===== config.mk =====
export PLATFORM = sky130hd
export DESIGN_NAME = input_capture_channel
export DESIGN_NICKNAME = d
export VERILOG_FILES = /design/src/rtl/gpt_pkg.sv /design/src/rtl/ic_input_filter.sv /design/src/rtl/input_capture_channel.sv
export SDC_FILE = /design/constraint.sdc
export NUM_CORES = 1
export LEC_CHECK = 0
export ABC_AREA = 1
export BUFFER_PORTS_ARGS = -buffer_cell sky130_fd_sc_hd__buf_2
export CAP_MARGIN = 20
export CORE_MARGIN = 2
export CORE_UTILIZATION = 41
export CTS_CLUSTER_DIAMETER = 100
export DETAILED_ROUTE_END_ITERATION = 8
export PLACE_DENSITY = 0.76
export SLEW_MARGIN = 5
export SYNTH_ARGS = -nofsm -noshare
export SYNTH_HDL_FRONTEND = slang
export SYNTH_SLANG_ARGS = --single-unit

===== constraint.sdc =====
create_clock -name clk_i -period 1.9 [get_ports clk_i]
set_input_delay 0.285 -clock clk_i [delete_from_list [all_inputs] [get_ports clk_i]]
set_output_delay 0.285 -clock clk_i [all_outputs]
set_load 0.02 [all_outputs]

===== src/rtl/gpt_pkg.sv =====
// Shared types for the general-purpose timer channels: prescaler and polarity
// encodings plus the prescaler terminal-count helper.
package gpt_pkg;

   localparam int PRE_W = 3;

   typedef enum logic [1:0] {
      DIV1 = 2'b00,
      DIV2 = 2'b01,
      DIV4 = 2'b10,
      DIV8 = 2'b11
   } icps_e;

   typedef enum logic [1:0] {
      RISE = 2'b00,
      FALL = 2'b01,
      RSVD = 2'b10,
      BOTH = 2'b11
   } ccp_e;

   // Terminal count of the event counter, i.e. divisor - 1.
   function automatic logic [PRE_W-1:0] icps_last(input icps_e ps);
      case (ps)
         DIV1:    return 3'd0;
         DIV2:    return 3'd1;
         DIV4:    return 3'd3;
         default: return 3'd7;
      endcase
   endfunction

endpackage


===== src/rtl/ic_input_filter.sv =====
// Timer pin front end: synchroniser, post-reset priming window and a
// stability filter that only follows the pin after it has settled.
module ic_input_filter #(
   parameter int SYNC_STAGES = 2,
   parameter int FILT_W      = 4
) (
   input  logic              clk_i,
   input  logic              aresetn_i,
   input  logic [FILT_W-1:0] icf_i,
   input  logic              tim_i,
   output logic              sync_o,
   output logic              filt_o,
   output logic              valid_o
);

   localparam int PRIME = SYNC_STAGES + 1;
   localparam int PW    = $clog2(PRIME + 1);

   logic [SYNC_STAGES-1:0] sync_q, sync_d;
   logic [PW-1:0]          prime_q, prime_d;
   logic [FILT_W-1:0]      stab_q, stab_d;
   logic [FILT_W-1:0]      icf_q;
   logic                   filt_q, filt_d;
   logic                   sync, primed;

   assign sync   = sync_q[SYNC_STAGES-1];
   assign primed = (prime_q == PW'(PRIME));

   // The level must disagree for icf_i counted cycles and then once more
   // before it is accepted; a reprogrammed length restarts the count.
   always_comb begin
      sync_d  = {sync_q[SYNC_STAGES-2:0], tim_i};
      prime_d = prime_q;
      filt_d  = filt_q;
      stab_d  = '0;
      if (!primed) begin
         prime_d = prime_q + PW'(1);
         filt_d  = sync;
      end else if (icf_i == '0) begin
         filt_d = sync;
      end else if (icf_i == icf_q && sync != filt_q) begin
         if (stab_q == icf_i) filt_d = sync;
         else                 stab_d = stab_q + FILT_W'(1);
      end
   end

   always_ff @(posedge clk_i) begin
      if (!aresetn_i) begin
         sync_q  <= '0;
         prime_q <= '0;
         stab_q  <= '0;
         icf_q   <= '0;
         filt_q  <= 1'b0;
      end else begin
         sync_q  <= sync_d;
         prime_q <= prime_d;
         stab_q  <= stab_d;
         icf_q   <= icf_i;
         filt_q  <= filt_d;
      end
   end

   assign sync_o  = sync;
   assign filt_o  = filt_q;
   assign valid_o = primed;

endmodule


===== src/rtl/input_capture_channel.sv =====
// Timer input-capture channel: qualified edge detection, event prescaler,
// capture register and sticky capture/overcapture flags.
module input_capture_channel
   import gpt_pkg::*;
#(
   parameter int CNT_W       = 16,
   parameter int SYNC_STAGES = 2,
   parameter int FILT_W      = 4
) (
   input  logic              clk_i,
   input  logic              aresetn_i,
   input  logic              cce_i,
   input  logic [1:0]        icps_i,
   input  logic [1:0]        ccp_i,
   input  logic [FILT_W-1:0] icf_i,
   input  logic              tim_i,
   input  logic [CNT_W-1:0]  cnt_i,
   input  logic              flag_clr_i,
   output logic [CNT_W-1:0]  ccr_o,
   output logic              ccif_o,
   output logic              ccof_o,
   output logic              cap_pulse_o
);

   logic             sync, filt, valid;
   logic             prev_q, prev_d;
   logic [PRE_W-1:0] pre_q, pre_d;
   logic [1:0]       icps_q;
   logic [CNT_W-1:0] ccr_q, ccr_d;
   logic             ccif_q, ccif_d, ccof_q, ccof_d, cap_q;
   logic             rise, fall, edge_sel, evt, cap;

   ic_input_filter #(
      .SYNC_STAGES (SYNC_STAGES),
      .FILT_W      (FILT_W)
   ) u_filter (
      .clk_i     (clk_i),
      .aresetn_i (aresetn_i),
      .icf_i     (icf_i),
      .tim_i     (tim_i),
      .sync_o    (sync),
      .filt_o    (filt),
      .valid_o   (valid)
   );

   always_comb begin
      rise = filt & ~prev_q;
      fall = ~filt & prev_q;
      case (ccp_e'(ccp_i))
         FALL:    edge_sel = fall;
         BOTH:    edge_sel = rise | fall;
         default: edge_sel = rise;
      endcase
      evt = valid & cce_i & edge_sel;
      cap = evt & (pre_q == icps_last(icps_e'(icps_i)));

      if (!cce_i || icps_i != icps_q) pre_d = '0;
      else if (cap)                   pre_d = '0;
      else if (evt)                   pre_d = pre_q + PRE_W'(1);
      else                            pre_d = pre_q;

      // While priming, the previous level follows the synchroniser so a pin
      // already high at reset release never looks like an edge.
      prev_d = valid ? filt : sync;
      ccr_d  = cap ? cnt_i : ccr_q;
      ccif_d = cap | (ccif_q & ~flag_clr_i);
      ccof_d = ~flag_clr_i & (ccof_q | (cap & ccif_q));
   end

   always_ff @(posedge clk_i) begin
      if (!aresetn_i) begin
         prev_q <= 1'b0;
         pre_q  <= '0;
         icps_q <= '0;
         ccr_q  <= '0;
         ccif_q <= 1'b0;
         ccof_q <= 1'b0;
         cap_q  <= 1'b0;
      end else begin
         prev_q <= prev_d;
         pre_q  <= pre_d;
         icps_q <= icps_i;
         ccr_q  <= ccr_d;
         ccif_q <= ccif_d;
         ccof_q <= ccof_d;
         cap_q  <= cap;
      end
   end

   assign ccr_o       = ccr_q;
   assign ccif_o      = ccif_q;
   assign ccof_o      = ccof_q;
   assign cap_pulse_o = cap_q;

endmodule

== Word level (Yosys, flattened, before mapping) ==
Index checks and enable logic that the tools add are counted.
Widths: inputs -> output; s select.

* Bits in registers: 38
* Output and inout port bits: 19
* Bits of input ports: 29
* Logic and storage cells: 59

* Add/subtract/negate cells: 3
* Mux-type cells: 7
* Equal/unequal tests: 12
* Reduce and logical (&&, ||, !) cells: 8
* Bitwise operators: 17

{| class="wikitable"
|+ Operators with widths
! operator !! count
|-
| $pmux 3 s3 || 1
|-
| $and 1x1->1 || 8
|-
| $eq 4x4->1 || 2
|-
| $eq 2x2->1 const B || 3
|-
| $ne 3x1->1 const B || 2
|-
| $not 1->1 || 6
|-
| $mux 1 || 5
|-
| $reduce_or 5->1 || 1
|-
| $add 4x1->4 const B || 1
|-
| $eq 2x1->1 const B || 2
|-
| $logic_not 4->1 || 1
|-
| $add 3x1->3 const B || 1
|-
| $eq 3x3->1 || 1
|-
| $or 1x1->1 || 3
|-
| $reduce_or 3->1 || 1
|-
| $add 2x1->2 const B || 1
|-
| $logic_not 2->1 || 1
|-
| $ne 2x2->1 || 1
|-
| $pmux 1 s2 || 1
|-
| $reduce_and 2->1 || 1
|-
| $logic_and 1x1->1 || 1
|-
| $logic_not 1->1 || 1
|-
| $logic_or 1x1->1 || 1
|-
| $ne 1x1->1 || 1
|}

== Depth between registers and ports, before layout ==
* Depth after elaboration: 9
* Depth in mapped cells: 12

== By module ==
A second synthesis with hierarchy kept.

* Cells, all modules: 220
* Area total of the unflattened synthesis: 1762.9 um^2

{| class="wikitable"
|+ Modules (own cells, without submodules)
! module !! cells each !! sequential area each (um^2) !! instances !! area each (um^2)
|-
| input_capture_channel || 144 || 500.5 || 1 || 1141.1
|-
| ic_input_filter || 76 || 260.2 || 1 || 621.8
|}

== Worst setup path after synthesis ==
Ideal clock, no wire load.

* Path type: register -> register
* From: register u_filter.filt_q, in the netlist u_filter.filt_o
* To: register ccr_q[10], in the netlist ccr_o[10]
* Arrival: 1.484 ns
* Slack: 0.304 ns
* Stages on the path, launching flop included: 13
* Path through: dfxtp_1 inv_1 ha_1 inv_1 nand2_1 nand3_1 nand2_2 nor2_2 nand2_2 buf_6 buf_6 nand3_1 nand2_1

* Longest elaborated chain between the ends: 6

{| class="wikitable"
|+ Ends and longest elaborated chain
! item !! line !! source
|-
| from (decl) || ic_input_filter.sv:23 || <nowiki>logic filt_q, filt_d;</nowiki>
|-
| from (signal assigned) || ic_input_filter.sv:59 || <nowiki>filt_q <= filt_d;</nowiki>
|-
| $not 1->1 || input_capture_channel.sv:48 || <nowiki>fall = ~filt & prev_q;</nowiki>
|-
| $and 1x1->1 || input_capture_channel.sv:48 ||
|-
| $or 1x1->1 || input_capture_channel.sv:51 || <nowiki>BOTH: edge_sel = rise | fall;</nowiki>
|-
| $pmux 1 s2 (*) || input_capture_channel.sv:49 || <nowiki>case (ccp_e'(ccp_i))</nowiki>
|-
| $and 1x1->1 (*) || input_capture_channel.sv:54 || <nowiki>evt = valid & cce_i & edge_sel;</nowiki>
|-
| $and 1x1->1 (*) || input_capture_channel.sv:55 || <nowiki>cap = evt & (pre_q == icps_last(icps_e'(icps_i)));</nowiki>
|-
| to (signal assigned) || input_capture_channel.sv:83 || <nowiki>ccr_q <= ccr_d;</nowiki>
|-
| to (decl) || input_capture_channel.sv:29 || <nowiki>logic [CNT_W-1:0] ccr_q, ccr_d;</nowiki>
|}

Every way passes the cells marked *; elsewhere a longest branch is shown, timed or not.
A chain may end at the register's enable or synchronous reset.

== Worst setup path in the final report ==
* From: register u_filter.filt_q, in the netlist u_filter.filt_o
* To: register ccr_q[13], in the netlist ccr_o[13]

The elaborated chain is that of the path after synthesis.

==> flow_summary.ini <==
[placed_design]
placed_cells_incl_taps = 296
gp_congestion = 0.7977
port-buffer-count = 47
pre_cts_ws_ns = 0.09478
place_hpwl_mm = 2.331

[routing]
first_pass_iters = 4
dr_total_vias = 1393
postRouteWirelength_mm = 3.074
viasPerCell = 4.552
antenna_left = 0
drt_iter0_markers = 36
remaining_drc_errors = 0
wl_per_cell_um = 10.05

[clocking]
h-tree-depth = 2
cts_tree = done
ctsHoldBuffers = 0
cts.sink_count = 38
cts_max_path_buffers = 2
clk_latency_ns = 0.28
cts_buffers = 5
cts.clk_slew.worst_paths_ns = 0.07
clockRootBuffer = clkbuf_8

[floorplanning]
die_x_um = 66.87
die-height_um = 66.87
initial_core_util_pct = 43.28
rows = 22
io_pins = 48
core_mm2 = 0.003744
die-area_mm2 = 0.004471

[sta]
max_freq_ghz = 0.5823
relSlewSlack_pct = 70.07
rsz0062_at_grt = no
hold_viol = 0
fin_crit_ns = 1.717
setup_viol = 0
worst_pin_slew_ns = 0.4490
fin_crit_sh_pct = 90.39
final-max-slew-violation-count = 0
tns_ns = 0
fin_ws_ns = 0.1827
finClkSkew_ns = 0.005730

[setup_path]
arrival_ns = 1.95
critPathLaunchType = flip-flop
cp-end-kind = flip-flop
ff2ff_path_depth = 12
cp_max_fo = 9
criticalPathCategory = flip-flop to flip-flop
required_ns = 2.13

[yosys]
synth-simple-area-share_pct = 28.96
syn_avg_cell_area_um2 = 7.866
synthXorXnorAreaFrac_pct = 7.568
synth-main-ff-cell = dfxtp_1
postSynthCellCount = 206
synth_compound_area_share_pct = 3.629
yosysTopAreaCellShare_pct = 46.95
synth_top_family_by_area = simple AND/OR/NAND/NOR gates
synth-adder-area-share_pct = 3.861
postSynthNetCount = 240
synth-seq-area-share_pct = 46.95
synth_seq_cells = 38
synth.most_common_cell = nand2_1
ys_top_cells_by_area = dfxtp_1 (47%), nand2_1 (13%), nand3_1 (7.7%)
synth-async-reset-ratio_pct = 0
synth_commonest_cells = nand2_1 (54), dfxtp_1 (38), nand3_1 (25)
ys_types = 25
synth-edff-count = 0
synth_top_area_cell = dfxtp_1
ys_warn_count = 0
synth_area_mm2 = 0.001620
synthMuxAreaShare_pct = 0

[power]
power.density_mw_per_mm2 = 876.1
swShare_pct = 20.11
pwr-share-seq_pct = 46.2
p_total_mw = 1.798
p_switching_uw = 361.5
power_frac_comb_pct = 7.4
p_int_mw = 1.436
max-vdd-ir-drop_mv = 0.6982
pwr-share-clk_pct = 46.4
p_leak_nw = 1.048

[min_path]
min_delay_path_depth = 3
min_path_type = input port to flip-flop

[global_route]
grt_max_degree = 25
grt_pass1_wl_mm = 5.181
antenna_found_initial = 0
grt_use_total_pct = 15.34
grt_pass1_vias = 1290
overflow = 0

[status]
outcome = completed

[finish]
diodes = 0
instances_no_fill = 306
drive_gt1_share_pct = 26.74
num-nets-final = 291
area_delta_synth_final_pct = 26.64

[flow_run]
maxCapViolations = 0
## through the flow
step	hold WS, ns	area [um2]	utilization (%)
after floorplan	0.3785	1620	-
after detailed placement	0.4194	1881	50.23
after global routing	0.1838	2052	54.81
final	0.1787	2052	54.81
after CTS	0.1737	2023	54.04
after global placement	0.3952	1881	50.23
## worst max-delay path: stages, from the launching register on
cell and delay [ns]:
dfxtp_2 0.35, inv_1 0.07, ha_1 0.29, inv_1 0.05
nand2_1 0.04, nand3_1 0.11, nand2_2 0.09, nor2_2 0.10
nand2_2 0.12, nor2_4 0.16, buf_4 0.17, nand2_1 0.06
nand2_1 0.05
## cell families (layout without fill, tap and decap cells)
family | count (synthesis) | count (layout)
simple gates | 106 | 106
flops | 38 | 38
buf+inv | 32 | 84
xor+xnor | 14 | 14
compound gates | 11 | 11
fa+ha+maj | 5 | 5
## routing by layer
metal	routed length, um	track usage, %
met2	1403	25.00
met3	237	6.588
met1	1390	17.94
met5	0	0
met4	43	5.357
## flip-flops by register name (all words and copies together), names as in the netlist
register and cells:
cap_pulse_o 1, ccif_o 1, ccof_o 1, ccr_o 16, icps_q 2, pre_q 3, prev_q 1, u_filter.filt_o 1
u_filter.icf_q 4, u_filter.prime_q 2, u_filter.stab_q 4, u_filter.sync_q 2
## what timing repair did
action                     CTS  global route
setup endpoints to repair    0            16
resized for setup            0             1
setup buffers                0             2
## layout by cell type, fill, tap and decap left out
cell type and count:
nand2_1 54, buf_2 47, dfxtp_1 37, nand3_1 25
inv_1 23, nor2_1 13, xnor2_1 8, xor2_1 6
clkbuf_8 6, a21oi_1 5, nor3_1 5, ha_1 5
o21ai_0 3, nand2_2 3, buf_4 3, nor2_4 2
o21ai_1 2, bufinv_16 2, inv_2 1, nor2_2 1
or2_1 1, a21oi_2 1, nand4_1 1, inv_4 1
nand3b_1 1, buf_12 1, dfxtp_2 1
## power by group through the flow
stage	Clock, mW	Combinational, mW	Sequential (mW)
2_1_floorplan	0	0.0817	0.846
3_3_place_gp	0	0.131	0.846
3_5_place_dp	0	0.134	0.848
4_1_cts	0.841	0.135	0.829
5_1_grt	0.883	0.151	0.831
6_report	0.835	0.133	0.830
## cell type report
| cell class | count | area [um2] |
|---|---|---|
| clock inverters | 2 | 60.06 |
| well taps | 48 | 60.06 |
| repair buffers | 51 | 277.8 |
| clock buffers | 6 | 82.58 |
| multi-input cells | 136 | 713.2 |
| inverters | 25 | 96.34 |
| fillers | 353 | 1692 |
| flip-flops and latches | 38 | 762.0 |
## worst paths after layout
check                     start                  to  slack, ns
min                       tim_i  u_filter.sync_q[0]       0.18
min reg2reg  u_filter.sync_q[0]  u_filter.sync_q[1]       0.43
max reg2reg     u_filter.filt_o           ccr_o[13]       0.18
max             u_filter.filt_o           ccr_o[13]       0.18
Power figures use the tool's default switching activity.
